$ cat config.mk
export PLATFORM = sky130hd
export DESIGN_NAME = sd_cmd_sequencer_flat
export DESIGN_NICKNAME = d
export VERILOG_FILES = /design/src/rtl/sd_cmd_sequencer_if.sv /design/src/rtl/sd_cmd_sequencer.sv /design/src/flat_wrapper.sv
export SDC_FILE = /design/constraint.sdc
export NUM_CORES = 1
export LEC_CHECK = 0
export ABC_AREA = 1
export CAP_MARGIN = 30
export CORE_MARGIN = 10
export CORE_UTILIZATION = 31
export DETAILED_ROUTE_END_ITERATION = 12
export PLACE_DENSITY = 0.55
export REMOVE_ABC_BUFFERS = 1
export SYNTH_ARGS = -nofsm -noshare
export SYNTH_HDL_FRONTEND = slang
export SYNTH_SLANG_ARGS = --single-unit
$ cat constraint.sdc
create_clock -name CLOCK_24 -period 4.8 [get_ports CLOCK_24]
set_input_delay 0.96 -clock CLOCK_24 [delete_from_list [all_inputs] [get_ports CLOCK_24]]
set_output_delay 0.96 -clock CLOCK_24 [all_outputs]
set_load 0.02 [all_outputs]
$ cat src/rtl/sd_cmd_sequencer_if.sv
// Byte-engine handshake between the SD command sequencer (master) and the SPI byte shifter (slave).
interface sd_cmd_sequencer_if;
    logic       BYTE_SEND;
    logic [7:0] BYTE_OUT;
    logic       BYTE_BUSY;
    logic [7:0] BYTE_IN;

    modport master (output BYTE_SEND, BYTE_OUT, input  BYTE_BUSY, BYTE_IN);
    modport slave  (input  BYTE_SEND, BYTE_OUT, output BYTE_BUSY, BYTE_IN);
endinterface

$ cat src/rtl/sd_cmd_sequencer.sv
// One SD SPI command transaction per START: 0xFF preamble, 6-byte frame, R1 poll with timeout.
// Owns chip select so software does not have to bracket the byte writes itself.
module sd_cmd_sequencer #(
    parameter int PRE_BYTES     = 1,
    parameter int TIMEOUT_BYTES = 8
) (
    input  logic               CLOCK_24,
    input  logic               RESET,
    input  logic               START,
    input  logic               ABORT,
    input  logic               CS_RELEASE,
    input  logic [5:0]         CMD_INDEX,
    input  logic [31:0]        CMD_ARG,
    input  logic [6:0]         CMD_CRC,
    input  logic               KEEP_CS,
    sd_cmd_sequencer_if.master spi,
    output logic               SPI_CS_N,
    output logic               BUSY,
    output logic               DONE,
    output logic [7:0]         RESP,
    output logic               TIMEOUT
);
    typedef enum logic [2:0] {S_IDLE, S_PRE, S_FRAME, S_POLL, S_FIN} state_t;
    typedef enum logic [1:0] {P_ISSUE, P_ARM, P_WAIT} phase_t;

    typedef struct packed {
        logic [5:0]  index;
        logic [31:0] arg;
        logic [6:0]  crc;
        logic        keep_cs;
    } cmd_t;

    localparam logic [2:0] PRE_LAST  = 3'(PRE_BYTES - 1);
    localparam logic [7:0] POLL_LAST = 8'(TIMEOUT_BYTES - 1);

    state_t     state;
    phase_t     phase;
    cmd_t       cmd;
    cmd_t       cmd_in;
    logic [2:0] byte_cnt;
    logic [7:0] poll_cnt;

    assign cmd_in = {CMD_INDEX, CMD_ARG, CMD_CRC, KEEP_CS};

    function automatic logic [7:0] frame_byte(input cmd_t c, input logic [2:0] idx);
        logic [7:0] b;
        case (idx)
            3'd0:    b = {2'b01, c.index};
            3'd1:    b = c.arg[31:24];
            3'd2:    b = c.arg[23:16];
            3'd3:    b = c.arg[15:8];
            3'd4:    b = c.arg[7:0];
            default: b = {c.crc, 1'b1};
        endcase
        return b;
    endfunction

    always_ff @(posedge CLOCK_24) begin
        if (RESET) begin
            state         <= S_IDLE;
            phase         <= P_ISSUE;
            cmd           <= '0;
            byte_cnt      <= '0;
            poll_cnt      <= '0;
            spi.BYTE_SEND <= 1'b0;
            spi.BYTE_OUT  <= 8'hFF;
            SPI_CS_N      <= 1'b1;
            BUSY          <= 1'b0;
            DONE          <= 1'b0;
            RESP          <= 8'hFF;
            TIMEOUT       <= 1'b0;
        end else if (ABORT && state != S_IDLE) begin
            // A byte in flight finishes in the engine; the next ISSUE waits on BYTE_BUSY.
            state         <= S_IDLE;
            phase         <= P_ISSUE;
            spi.BYTE_SEND <= 1'b0;
            spi.BYTE_OUT  <= 8'hFF;
            SPI_CS_N      <= 1'b1;
            BUSY          <= 1'b0;
            DONE          <= 1'b0;
        end else begin
            case (state)
                S_IDLE: begin
                    if (START) begin
                        cmd      <= cmd_in;
                        RESP     <= 8'hFF;
                        TIMEOUT  <= 1'b0;
                        SPI_CS_N <= 1'b0;
                        BUSY     <= 1'b1;
                        phase    <= P_ISSUE;
                        byte_cnt <= '0;
                        poll_cnt <= '0;
                        if (PRE_BYTES == 0) begin
                            state        <= S_FRAME;
                            spi.BYTE_OUT <= frame_byte(cmd_in, 3'd0);
                        end else begin
                            state        <= S_PRE;
                            spi.BYTE_OUT <= 8'hFF;
                        end
                    end else if (CS_RELEASE) begin
                        SPI_CS_N <= 1'b1;
                    end
                end
                S_FIN: begin
                    DONE         <= 1'b0;
                    BUSY         <= 1'b0;
                    spi.BYTE_OUT <= 8'hFF;
                    state        <= S_IDLE;
                end
                default: begin
                    case (phase)
                        P_ISSUE: begin
                            if (!spi.BYTE_BUSY) begin
                                spi.BYTE_SEND <= 1'b1;
                                phase         <= P_ARM;
                            end
                        end
                        P_ARM: begin
                            spi.BYTE_SEND <= 1'b0;
                            phase         <= P_WAIT;
                        end
                        P_WAIT: begin
                            if (!spi.BYTE_BUSY) begin
                                phase <= P_ISSUE;
                                case (state)
                                    S_PRE: begin
                                        if (byte_cnt >= PRE_LAST) begin
                                            state        <= S_FRAME;
                                            byte_cnt     <= '0;
                                            spi.BYTE_OUT <= frame_byte(cmd, 3'd0);
                                        end else if (byte_cnt != 3'd7) begin
                                            byte_cnt <= byte_cnt + 3'd1;
                                        end
                                    end
                                    S_FRAME: begin
                                        if (byte_cnt >= 3'd5) begin
                                            state        <= S_POLL;
                                            spi.BYTE_OUT <= 8'hFF;
                                        end else begin
                                            byte_cnt     <= byte_cnt + 3'd1;
                                            spi.BYTE_OUT <= frame_byte(cmd, byte_cnt + 3'd1);
                                        end
                                    end
                                    S_POLL: begin
                                        // CS for FIN is settled here so it is already correct while DONE is high.
                                        if (!spi.BYTE_IN[7]) begin
                                            RESP     <= spi.BYTE_IN;
                                            SPI_CS_N <= !cmd.keep_cs;
                                            DONE     <= 1'b1;
                                            state    <= S_FIN;
                                        end else if (poll_cnt >= POLL_LAST) begin
                                            TIMEOUT  <= 1'b1;
                                            SPI_CS_N <= 1'b1;
                                            DONE     <= 1'b1;
                                            state    <= S_FIN;
                                        end else if (poll_cnt != 8'hFF) begin
                                            poll_cnt <= poll_cnt + 8'd1;
                                        end
                                    end
                                    default: ;
                                endcase
                            end
                        end
                        default: phase <= P_ISSUE;
                    endcase
                end
            endcase
        end
    end
endmodule
$ cat src/flat_wrapper.sv
// flat-port wrapper written by rule: the top's interface ports become plain ports
module sd_cmd_sequencer_flat 
#(
    parameter int PRE_BYTES     = 1,
    parameter int TIMEOUT_BYTES = 8
)
  (CLOCK_24, RESET, START, ABORT, CS_RELEASE, CMD_INDEX, CMD_ARG, CMD_CRC, KEEP_CS, SPI_CS_N, BUSY, DONE, RESP, TIMEOUT, spi_BYTE_SEND, spi_BYTE_OUT, spi_BYTE_BUSY, spi_BYTE_IN);
  sd_cmd_sequencer_if spi_i ();
  input  logic CLOCK_24;
  input  logic RESET;
  input  logic START;
  input  logic ABORT;
  input  logic CS_RELEASE;
  input  logic [5:0] CMD_INDEX;
  input  logic [31:0] CMD_ARG;
  input  logic [6:0] CMD_CRC;
  input  logic KEEP_CS;
  output logic SPI_CS_N;
  output logic BUSY;
  output logic DONE;
  output logic [7:0] RESP;
  output logic TIMEOUT;
  output wire logic [$bits(spi_i.BYTE_SEND)-1:0] spi_BYTE_SEND;
  output wire logic [$bits(spi_i.BYTE_OUT)-1:0] spi_BYTE_OUT;
  input wire logic [$bits(spi_i.BYTE_BUSY)-1:0] spi_BYTE_BUSY;
  input wire logic [$bits(spi_i.BYTE_IN)-1:0] spi_BYTE_IN;
  assign spi_BYTE_SEND = spi_i.BYTE_SEND;
  assign spi_BYTE_OUT = spi_i.BYTE_OUT;
  assign spi_i.BYTE_BUSY = spi_BYTE_BUSY;
  assign spi_i.BYTE_IN = spi_BYTE_IN;
  sd_cmd_sequencer #(.PRE_BYTES(PRE_BYTES), .TIMEOUT_BYTES(TIMEOUT_BYTES)) u_core (.CLOCK_24(CLOCK_24), .RESET(RESET), .START(START), .ABORT(ABORT), .CS_RELEASE(CS_RELEASE), .CMD_INDEX(CMD_INDEX), .CMD_ARG(CMD_ARG), .CMD_CRC(CMD_CRC), .KEEP_CS(KEEP_CS), .spi(spi_i), .SPI_CS_N(SPI_CS_N), .BUSY(BUSY), .DONE(DONE), .RESP(RESP), .TIMEOUT(TIMEOUT));
endmodule
==> impl_metrics.py <==
metrics = {
    "power": {
        "clkPwrFrac_pct": 26.7,
        "power_frac_comb_pct": 36.5,
        "seqPwrFrac_pct": 36.8,
        "power.density_nw_per_um2": 530,
        "p_sw_share_pct": 38.2,
        "internal_power_uw": 1630,
        "ir_drop_uv": 180,
        "power.switching_uw": 1010,
        "power_leakage_uw": 0.00208,
    },
    "grt": {
        "grt_overflow": 0,
        "first_global_vias": 3634,
        "grt_use_total_pct": 13.1,
        "grt_pass1_wl_um": 17900,
        "antenna_found_initial": 0,
        "grt_max_degree": 63,
    },
    "logic_synthesis": {
        "synth_top_flop_cell": "dfxtp_1",
        "synth_cell_types": 27,
        "ys_seq_elements": 83,
        "yosysMostFrequentCell": "nand2_1",
        "synth_area_leaders": "dfxtp_1 44%, nand2_1 11%, nor2_1 9.4%, o21ai_0 7.7%, a21oi_1 5.6%",
        "synthCells": 539,
        "synth_warnings": 0,
        "ys_async_sr_fraction_pct": 0,
        "synth_top_cell_by_area": "dfxtp_1",
        "syn_area_um2": 3770,
        "ys_seq_area_share_pct": 44.0,
        "syn_avg_cell_area_um2": 7.00,
        "synth-edff-count": 0,
        "synth_top_area_share_pct": 44.0,
        "synth_commonest_cells": "107 x nand2_1, 95 x nor2_1, 83 x dfxtp_1",
    },
    "sta": {
        "max-slew-margin-rel_pct": 34.2,
        "setup_viol": 0,
        "finalMaxSlewViolations": 0,
        "rsz0062_at_grt": "no",
        "worstMarginPinSlew_ns": 0.988,
        "post-route-period-util_pct": 62.8,
        "fmax_mhz": 332,
        "fin_setup_tns_ns": 0,
        "finalHoldViolCount": 0,
        "worst_clock_skew_ns": 0.00577,
        "fin_crit_ns": 3.01,
    },
    "detailed_routing": {
        "wl_per_cell_um": 14.1,
        "via_per_inst": 4.69,
        "first_pass_iters": 5,
        "drt-total-wl_um": 10800,
        "drc_errors": 0,
        "drt_iter0_drc": 223,
        "ant_nets": 0,
        "via_count": 3570,
    },
    "clock_tree": {
        "clkLatencyLatePin_ns": 0.34,
        "cts_sinks": 83,
        "cts-htree-levels": 3,
        "postCtsSetupBuffers": 0,
        "post_cts_resized": 0,
        "cts_buffers": 9,
        "clkSlewWorstSetupHoldPaths_ns": 0.06,
        "cts_tree": "done",
        "clockBufferDepth": 2,
        "cts-root-buf": "clkbuf_16",
        "postCtsHoldBufs": 0,
    },
    "worst_hold_path": {
        "hp-class": "flip-flop to flip-flop",
        "whs_endpoint": "u_core.spi.BYTE_SEND",
        "whs_path_depth": 2,
        "hp-start": "u_core.spi.BYTE_SEND",
    },
    "final_layout": {
        "num_antenna_cells": 0,
        "post-route-util_pct": 41.6,
        "fin_nets": 676,
        "syn2layout_area_growth_pct": 31.9,
        "drive_gt1_share_pct": 6.83,
    },
    "floorplan": {
        "core-area_um2": 12000,
        "rows": 40,
        "dieArea_um2": 17000,
        "die_w_um": 130,
        "io_pins": 81,
        "start_util_pct": 31.5,
        "die_h_um": 130,
    },
    "critical_path": {
        "end_kind": "flip-flop",
        "rrSetupSlack_ns": 2.26,
        "crit_type": "primary input to flip-flop",
        "start_kind": "primary input",
        "cp.arrival_ns": 3.25,
        "reg2reg_to": "u_core.poll_cnt[0]",
        "crit_required_ns": 5.03,
        "r2r_cells": 8,
        "path_max_fanout": 62,
        "rr_startpoint": "u_core.state[0]",
        "critPathLaunch": "START",
    },
    "flow_run": {
        "cap_violations": 0,
    },
    "place": {
        "gp_congestion": 0.826,
        "dp_hpwl_um": 7820,
        "portBuffers": 80,
    },
    "status": {
        "status": "complete, no violations",
    },
}
-- through the flow --
step                      cell area (um2)  setup WS, ns  instances  total power [uW]  hold WS (ns)
after floorplan                      3680          2.49        518              1600         0.418
after global placement               4680          1.43        746              1950         0.433
after detailed placement             4680          1.36        746              1960         0.438
after CTS                            4980          1.73        762              2680         0.450
after global routing                 4980          1.48        762              2860         0.470
final                                4980          1.79        762              2640         0.443
-- worst max-delay path, stage by stage --
cell and delay (ns):
clkdlybuf4s50_1 0.47, inv_1 0.08, nor2_4 0.58, inv_2 0.57, nand2_2 0.34, inv_1 0.09, nor2_1 0.10, nor2_1 0.05
-- worst max path at each step --
| stage | endpoint | slack (ns) | cells past startpoint |
|---|---|---|---|
| 2_1_floorplan | u_core.poll_cnt[0] | 2.49 | 7 |
| 3_3_place_gp | u_core.poll_cnt[0] | 1.43 | 8 |
| 3_5_place_dp | u_core.poll_cnt[0] | 1.36 | 8 |
| 4_1_cts | u_core.poll_cnt[0] | 1.73 | 8 |
| 5_1_grt | u_core.poll_cnt[0] | 1.48 | 8 |
| 6_report | u_core.poll_cnt[0] | 1.79 | 8 |
-- metal layers --
metal / vias up / GRT usage [%] / wire length [um] / share of wire [%]
li1: 1895 / - / - / -
met1: 1617 / 16.5 / 4990 / 46
met2: 53 / 21.4 / 5290 / 49
met3: 5 / 2.84 / 429 / 4.0
met4: 0 / 4.97 / 69 / 0.64
met5: - / 0 / 0 / 0
-- cells in the final DEF, fill, tap and decap left out, types with 3 or more instances in the layout --
cell type	count
dfxtp_1	83
inv_2	6
clkbuf_16	9
nor2_4	4
nand4_1	6
o21ai_1	6
o31ai_1	3
nor3_1	5
nor2_1	95
ha_1	6
nand3_1	36
o21ai_0	58
nand2_2	7
clkdlybuf4s50_1	80
nand2_4	4
a21oi_1	42
nand2_1	107
inv_1	41
-- layout make-up --
cell class / count / area (um2)
sequential: 83 / 1660
tap: 147 / 184
timing repair buffer: 81 / 808
fill: 1286 / 6980
clock inverter: 7 / 76.3
multi-input combinational: 388 / 1850
clock buffer: 9 / 225
inverter: 47 / 176
-- power groups by stage --
stage / Combinational, uW / Sequential, uW / Clock [uW]
after floorplan: 577 / 1030 / 0
after global placement: 966 / 984 / 0
after detailed placement: 977 / 987 / 0
after CTS: 983 / 974 / 722
after global routing: 1100 / 997 / 755
final: 963 / 972 / 705
-- registers in the layout, indices dropped and copies added (netlist names) --
name                  flops
u_core.cmd               46
u_core.RESP               8
u_core.poll_cnt           8
u_core.spi.BYTE_OUT       8
u_core.byte_cnt           3
u_core.state              3
u_core.phase              2
u_core.BUSY               1
u_core.DONE               1
u_core.SPI_CS_N           1
u_core.TIMEOUT            1
u_core.spi.BYTE_SEND      1
-- cell families after synthesis --
| group | synth area share [%] |
|---|---|
| and+or+nand+nor | 31.0 |
| AOI/OAI and AO/OA | 15.9 |
| DFF | 44.0 |
| buffers and inverters | 7.06 |
| adders and majority gates | 1.99 |
Power figures use the tool's default switching activity.
==> RTL change, RTL diff (config.mk and constraints unchanged) <==
Register the output `TIMEOUT` once more, without a reset; this adds one clock of latency there. The other outputs are not delayed to match.
--- a/src/rtl/sd_cmd_sequencer.sv
+++ b/src/rtl/sd_cmd_sequencer.sv
@@ -33,4 +33,6 @@
     localparam logic [2:0] PRE_LAST  = 3'(PRE_BYTES - 1);
     localparam logic [7:0] POLL_LAST = 8'(TIMEOUT_BYTES - 1);
+
+    logic TIMEOUT_s0;
 
     state_t     state;
@@ -69,5 +71,5 @@
             DONE          <= 1'b0;
             RESP          <= 8'hFF;
-            TIMEOUT       <= 1'b0;
+            TIMEOUT_s0    <= 1'b0;
         end else if (ABORT && state != S_IDLE) begin
             // A byte in flight finishes in the engine; the next ISSUE waits on BYTE_BUSY.
@@ -85,5 +87,5 @@
                         cmd      <= cmd_in;
                         RESP     <= 8'hFF;
-                        TIMEOUT  <= 1'b0;
+                        TIMEOUT_s0 <= 1'b0;
                         SPI_CS_N <= 1'b0;
                         BUSY     <= 1'b1;
@@ -150,5 +152,5 @@
                                             state    <= S_FIN;
                                         end else if (poll_cnt >= POLL_LAST) begin
-                                            TIMEOUT  <= 1'b1;
+                                            TIMEOUT_s0 <= 1'b1;
                                             SPI_CS_N <= 1'b1;
                                             DONE     <= 1'b1;
@@ -168,3 +170,7 @@
         end
     end
+    always_ff @(posedge CLOCK_24) begin
+        TIMEOUT <= TIMEOUT_s0;
+    end
+
 endmodule
Check against the original RTL: no difference found for any inputs over 4 cycles, from zero or initial values and one cycle with RESET high; that may be too few to reach the edited logic, so the function may still have changed.
==> RTL change against the unedited design <==
- setup slack gained 0.58 ns
- fmax grew 24%
- routed wire length shrank 2.5%
- design area grew 2.5%
- cell count grew 4.5%
- first-iteration DRC count shrank 12%
- combinational power grew 15%
- via count grew 1.5%
- critical path depth grew 1
- total power grew 6.0%
- sequential cell count grew 1
- synthesized area grew 2.2%
- clock skew grew 0.00056 ns
- synthesized cell count grew 2.0%
- critical path type unchanged
- critical endpoint is now u_core.poll_cnt[2]
==> RTL change: results (changes against the unedited design) <==
- Status: finished clean
- Dpl ws: 1.624 ns (+0.2636 ns)
- Crit path max fanout: 58 (-6.5%)
- Reg-to-reg startpoint: u_core.byte_cnt[1]
- CP max stage delay: 0.53 ns (-0.05 ns)
- Cell count of the worst hold path: 0 (-2)
- Crit path capture: u_core.poll_cnt[2]
- Period utilization: 50.60% (-12 points)
- Leak: 2.132 nW (+2.7%)
- Final hold slack: 0.3693 ns (-0.07363 ns)
- Pre-antenna DRT Iters: 4 (-1)
- Routability cong.: 0.7757 (-6.1%)
- DRC marker count from the first detailed-route iteration: 197 (-12%)
- Rel. slew slack: 63.22% (+29 points)
- Nets: 689 (+1.9%)
- Total routed wirelength: 10510 µm (-2.5%)
- DP HPWL: 7697 µm (-1.6%)
- Placed Cells: 779 (+4.4%)
- All-Layer GR Usage: 12.05% (-1.0 points)
- Largest net degree at the start of global routing: 64 (+1.6%)
- Vias in the first global route: 3701 (+1.8%)
- Min-delay src: u_core.TIMEOUT_s0
- Worst Skew: 0.006327 ns (+0.0005570 ns)
- VDD IR max: 0.0001660 V (-7.6%)
- Slowest cell on crit path: clkdlybuf4s50_1
- Synth cell count leaders: nand2_1 (106), nor2_1 (96), dfxtp_1 (84)
- Net Sw Frac: 38.44% (+0.21 points)
- Layout cells sized above 1: 8.439% (+1.6 points)
- Placed inst area: 4780 µm² (+2.2%)
## RTL change: cell types whose count changed after synthesis, moves of 3 or more
cell and change:
buf_2 +3, o21ai_0 -24, nor2_2 +4, clkbuf_1 -5, o21ai_1 +22, o31ai_1 -3, nand3_1 +5, inv_2 +5
## RTL change: routing by layer
| layer | vias to the layer above | GRT usage (%) | share of wire, % |
|---|---|---|---|
| li1 | 1934 | - | - |
| met1 | 1607 | 14.68 | 47 |
| met2 | 74 | 19.94 | 48 |
| met3 | 10 | 3.506 | 4.3 |
| met4 | 0 | 3.832 | 1.1 |
| met5 | - | 0 | 0 |
## RTL change: kinds of logic after synthesis
kind of cell	synth area share, %
adders and majority gates	1.947
buffers and inverters	7.625
DFF	43.61
and+or+nand+nor	31.67
AOI/OAI and AO/OA	15.15
## RTL change: final cells by class
| cell class | instances | area, µm² |
|---|---|---|
| multi-input combinational | 394 | 1881 |
| tap | 168 | 210.2 |
| sequential | 84 | 1682 |
| clock inverter | 6 | 62.56 |
| timing repair buffer | 83 | 835.8 |
| fill | 1313 | 7010 |
| clock buffer | 10 | 239.0 |
| inverter | 51 | 191.4 |
## RTL change: power groups by stage
stage	sequential, mW	combinational [mW]	clock [mW]
after floorplan	1.06	0.654	0
after global placement	0.998	1.10	0
after detailed placement	1.00	1.12	0
after CTS	0.989	1.12	0.714
after global routing	1.01	1.26	0.746
final	0.987	1.11	0.701
## RTL change: critical path, delay by kind of cell
kind	cells	cell delay [ns]
compound gates	1	0.12
buf+inv	5	1.30
simple gates	3	0.29
